==> config.mk <==
export PLATFORM = sky130hd
export DESIGN_NAME = mem_arbiter
export DESIGN_NICKNAME = d
export VERILOG_FILES = /design/src/rtl/mem_arbiter_pkg.sv /design/src/rtl/mem_arbiter.sv
export SDC_FILE = /design/constraint.sdc
export NUM_CORES = 1
export LEC_CHECK = 0
export CAP_MARGIN = 20
export CORE_AREA = 4 4 532 534
export CTS_BUF_LIST = sky130_fd_sc_hd__clkbuf_8
export DETAILED_ROUTE_END_ITERATION = 6
export DIE_AREA = 0 0 536 538
export PLACE_DENSITY_LB_ADDON = 0.08
export SYNTH_ARGS = -nofsm -noshare
export SYNTH_HDL_FRONTEND = slang
export SYNTH_SLANG_ARGS = --single-unit
==> constraint.sdc <==
create_clock -name clk -period 4.9 [get_ports clk]
set_input_delay 1.225 -clock clk [delete_from_list [all_inputs] [get_ports clk]]
set_output_delay 1.225 -clock clk [all_outputs]
set_load 0.05 [all_outputs]
==> src/rtl/mem_arbiter_pkg.sv <==
// Shared arbiter state/grant types and the cacheline geometry used by the caches.
package mem_arbiter_pkg;

    localparam int ARB_ADDR_BITS    = 32;
    localparam int ARB_LINE_BITS    = 256;
    localparam int ARB_OFFSET_BITS  = $clog2(ARB_LINE_BITS / 8);
    localparam int ARB_D_STREAK_MAX = 4;

    typedef enum logic [2:0] {
        IDLE,
        SERVE_I,
        SERVE_D,
        DONE_I,
        DONE_D
    } arb_state_t;

    typedef enum logic [1:0] {
        GRANT_NONE,
        GRANT_I,
        GRANT_D
    } arb_grant_t;

endpackage

==> src/rtl/mem_arbiter.sv <==
// Arbitrates I-cache and D-cache line misses onto one physical-memory burst port,
// one transaction at a time, D first with a bounded streak so I fetch keeps progressing.
module mem_arbiter
    import mem_arbiter_pkg::*;
#(
    parameter int ADDR_BITS    = ARB_ADDR_BITS,
    parameter int LINE_BITS    = ARB_LINE_BITS,
    parameter int OFFSET_BITS  = ARB_OFFSET_BITS,
    parameter int D_STREAK_MAX = ARB_D_STREAK_MAX
) (
    input  logic                 clk,
    input  logic                 rst,

    input  logic                 icache_read,
    input  logic [ADDR_BITS-1:0] icache_address,
    output logic [LINE_BITS-1:0] icache_rdata,
    output logic                 icache_resp,

    input  logic                 dcache_read,
    input  logic                 dcache_write,
    input  logic [ADDR_BITS-1:0] dcache_address,
    input  logic [LINE_BITS-1:0] dcache_wdata,
    output logic [LINE_BITS-1:0] dcache_rdata,
    output logic                 dcache_resp,

    output logic                 pmem_read,
    output logic                 pmem_write,
    output logic [ADDR_BITS-1:0] pmem_address,
    output logic [LINE_BITS-1:0] pmem_wdata,
    input  logic [LINE_BITS-1:0] pmem_rdata,
    input  logic                 pmem_resp
);

    // state   | meaning
    // IDLE    | no transaction; arbitrate pending requests
    // SERVE_x | pmem request for client x held until pmem_resp
    // DONE_x  | x_resp pulse cycle; incoming requests ignored

    localparam int STREAK_BITS = $clog2(D_STREAK_MAX + 1);
    localparam logic [STREAK_BITS-1:0] STREAK_SAT = STREAK_BITS'(D_STREAK_MAX);
    localparam logic [ADDR_BITS-1:0] LINE_MASK =
        {{(ADDR_BITS - OFFSET_BITS){1'b1}}, {OFFSET_BITS{1'b0}}};

    arb_state_t             state;
    arb_grant_t             grant;
    logic [STREAK_BITS-1:0] streak;
    logic [STREAK_BITS-1:0] streak_next;
    logic                   d_req;
    logic                   forced_i;

    always_comb begin
        d_req       = dcache_read | dcache_write;
        forced_i    = icache_read && (streak == STREAK_SAT);
        grant       = GRANT_NONE;
        streak_next = streak;
        if (state == IDLE) begin
            if (d_req && !forced_i) begin
                grant = GRANT_D;
                if (!icache_read)
                    streak_next = '0;
                else if (streak != STREAK_SAT)
                    streak_next = streak + 1'b1;
            end else if (icache_read) begin
                grant       = GRANT_I;
                streak_next = '0;
            end
        end
    end

    always_ff @(posedge clk or negedge rst) begin
        if (!rst) begin
            state        <= IDLE;
            streak       <= '0;
            pmem_read    <= 1'b0;
            pmem_write   <= 1'b0;
            pmem_address <= '0;
            pmem_wdata   <= '0;
            icache_rdata <= '0;
            icache_resp  <= 1'b0;
            dcache_rdata <= '0;
            dcache_resp  <= 1'b0;
        end else begin
            streak <= streak_next;
            case (state)
                IDLE: begin
                    if (grant == GRANT_D) begin
                        state        <= SERVE_D;
                        // read+write together is serviced as a writeback
                        pmem_read    <= ~dcache_write;
                        pmem_write   <= dcache_write;
                        pmem_address <= dcache_address & LINE_MASK;
                        pmem_wdata   <= dcache_wdata;
                    end else if (grant == GRANT_I) begin
                        state        <= SERVE_I;
                        pmem_read    <= 1'b1;
                        pmem_write   <= 1'b0;
                        pmem_address <= icache_address & LINE_MASK;
                    end
                end
                SERVE_I: begin
                    if (pmem_resp) begin
                        state        <= DONE_I;
                        pmem_read    <= 1'b0;
                        pmem_write   <= 1'b0;
                        icache_rdata <= pmem_rdata;
                        icache_resp  <= 1'b1;
                    end
                end
                SERVE_D: begin
                    if (pmem_resp) begin
                        state        <= DONE_D;
                        pmem_read    <= 1'b0;
                        pmem_write   <= 1'b0;
                        dcache_rdata <= pmem_rdata;
                        dcache_resp  <= 1'b1;
                    end
                end
                DONE_I: begin
                    state       <= IDLE;
                    icache_resp <= 1'b0;
                end
                DONE_D: begin
                    state       <= IDLE;
                    dcache_resp <= 1'b0;
                end
                default: state <= IDLE;
            endcase
        end
    end

    a_no_rw_collision: assert property (@(posedge clk) disable iff (!rst)
        !(dcache_read && dcache_write))
        else $warning("mem_arbiter: dcache_read and dcache_write both high, serviced as writeback");

endmodule

==> qor.csv <==
stage;metric;value;unit
logic_synthesis;synthDominantCellAreaShare;0.640;
status;status;finished, final reports clean;
logic_synthesis;synth_compound_area_frac;0.00906;
cts;clk_path_buf_depth;4;
timing;tns;0;ps
placement;place.gp.congestion;0.739;
worst_setup_path;path_buf_inv;1;
power_and_ir_drop;leakagePower;0.0215;uW
logic_synthesis;synth-simple-area-share;0.00834;
worst_setup_path;crit_path_start_kind;flip-flop;
logic_synthesis;ys_seq_elements;805;
logic_synthesis;postSynthCellCount;1814;
worst_setup_path;crit_required;3670;ps
timing;setup_viol;0;
cts;htreeDepth;4;
routing;wirelength;171;mm
logic_synthesis;yosys.area_share.xor_xnor;0;
routing;wl_per_cell;23.8;um
finish;layout_common_cells;1369 x clkdlybuf4s50_1, 805 x dfrtp_1, 536 x mux2_2;
floorplan;rows;194;
routing;drt_pass1_iterations;4;
placement;port_buffers;1370;
timing;hold_viol;0;
logic_synthesis;ys_warn_count;0;
worst_setup_path;critical_path_class;flip-flop to output pin;
global_route;use_met1;0.112;
logic_synthesis;synthFlopType;dfrtp_1;
global_route;grt_overflow;0;
floorplan;core-area;0.278;sq mm
logic_synthesis;ys_types;43;
timing;worst_pin_slew;937;ps
placement;dp_hpwl;132;mm
routing;final_antenna_net_count;0;
timing;period_share;0.716;
routing;num_vias;21922;
timing;layout_min_cycle_time;3510;ps
routing;routed_via_density;3.05;
logic_synthesis;syn_area;0.0315;sq mm
hold_path;hold_path.class;input pin to async pin;
worst_setup_path;cpLargestDelayFamily;buffers and inverters;
floorplan;dieArea;0.288;sq mm
power_and_ir_drop;ir_drop;0.307;mV
timing;rsz0062_at_grt;false;
cts;cts_made_buffers;183;
cts;cts_resized;0;
cts;cts_tree;built;
logic_synthesis;synth_fa_ha_area_frac;0.00199;
logic_synthesis;synth-edff-count;0;
worst_setup_path;cp_slowest_stage_delay;1040;ps
routing;drt_iter0_markers;542;
finish;drive_gt1_frac;0.298;
cts;worstSkewPairLatency;920;ps
power_and_ir_drop;pwr_density_cell;891;mW/mm^2
placement;preCtsSetupSlack;728;ps
global_route;grt_max_degree;84;
global_route;met3_usage;0.0785;
finish;layout.nets;3909;
global_route;grt.busiest_layer;met2;
logic_synthesis;yosysTopAreaCell;dfrtp_1;
global_route;first_global_vias;24225;
timing;max_freq;285;MHz
logic_synthesis;syn_avg_cell_area;17.4;sq um
finish;final_core_util;0.190;
worst_setup_path;crit_arrival;2280;ps
floorplan;die_w;536;um
global_route;grt_use_met2;0.186;
floorplan;die_h;538;um
worst_setup_path;cp_cell_sequence;clkdlybuf4s50_1;
finish;fill_cells;30303;
timing;relSlewSlack;0.375;
worst_setup_path;end_kind;output pin;
global_route;grt_pass1_wl;225;mm
finish;final_common_cell;clkdlybuf4s50_1;
floorplan;start_util;0.113;
cts;root_buffer;clkbuf_8;
job;drv_cap;0;
worst_setup_path;crit_path_start;pmem_wdata[14];
timing;maxSlewViolCount;0;
timing;finClkSkew;67.1;ps
cts;postCtsSetupBuffers;0;
timing;fin_ws;1390;ps
finish;syn2layout_area_growth;68.3;%
cts;path_clk_slew;60;ps
logic_synthesis;async_flop_share;1.00;
worst_setup_path;slowest_stage;clkdlybuf4s50_1;
floorplan;ios;1386;
cts;clock_sinks;805;
global_route;track_usage;0.113;
worst_setup_path;r2r-start;streak[0];
logic_synthesis;synth_seq_area_share;0.640;
power_and_ir_drop;finalPower;47200;uW
global_route;antenna_found_initial;92;
timing;whs;408;ps
worst_setup_path;path_max_fanout;2;
cts;ctsHoldBuffers;0;
routing;drcViolationCount;0;
logic_synthesis;synth_top_family_by_area;multiplexers;
logic_synthesis;yosys-mux-area-fraction;0.307;
logic_synthesis;synthTopCellsByArea;dfrtp_1 64%, mux2_2 19%, mux2_4 9.5%;
==> logic make-up after synthesis <==
group / Yosys count
AOI/OAI and AO/OA: 49
adders and majority gates: 5
buffers and inverters: 109
DFF: 805
muxes: 795
other: 1
and+or+nand+nor: 50
==> report_power, final <==
| part | switching [uW] | internal (uW) | total [uW] | leakage (uW) |
|---|---|---|---|---|
| logic | 17900 | 9960 | 27800 | 0.00975 |
| registers | 1770 | 10000 | 11800 | 0.00964 |
| clock network | 3540 | 4060 | 7600 | 0.00206 |
==> through the flow <==
step	instance area (sq um)	cells
after floorplan	31500	1818
after global placement	49500	6861
after detailed placement	49500	6861
after CTS	52900	7172
after global routing	53000	7181
final	53000	7198
==> final cells by class <==
class,instances,area [sq um],area share
antenna,26,65.1,0.00123
clock buffer,219,3010,0.0569
inverter,7,26.3,0.000496
tap,3724,4660,0.0879
timing repair buffer,1421,14300,0.271
multi-input combinational,904,10300,0.195
clock inverter,92,438,0.00826
sequential,805,20100,0.380
==> worst paths after layout <==
check | cells after the start | endpoint | slack (ps)
worst max-delay path | 1 | pmem_wdata[14] | 1390
worst min-delay path | 1 | icache_rdata[204] | 410
worst max register to register | 9 | pmem_wdata[194] | 2000
worst min register to register | 1 | pmem_write | 480
max in group asynchronous | 2 | pmem_wdata[114] | 3330
min in group clk | 1 | pmem_write | 480
==> metal layers <==
| layer | vias up | wire (um) |
|---|---|---|
| met1 | 10771 | 58800 |
| met5 | - | 684 |
| li1 | 9506 | - |
| met4 | 106 | 5940 |
| met3 | 387 | 25500 |
| met2 | 1152 | 80100 |
==> sequential cells by signal (all words and copies together) (netlist names) <==
register / count
pmem_address: 27
icache_resp: 1
pmem_read: 1
pmem_wdata: 256
dcache_rdata: 256
dcache_resp: 1
pmem_write: 1
streak: 3
state: 3
icache_rdata: 256
==> cell usage after synthesis (2+ instances only) <==
master / n
buf_4: 57
mux2_2: 536
buf_12: 22
o211ai_1: 2
nor3_2: 2
ha_1: 5
buf_8: 6
nor2_1: 30
nor2b_1: 2
a21oi_1: 32
nand2_1: 5
mux2_1: 32
buf_2: 7
clkbuf_1: 8
mux2i_1: 27
a31oi_1: 3
mux2_4: 200
o21ai_0: 4
dfrtp_1: 805
inv_1: 6
Power figures use the tool's default switching activity.
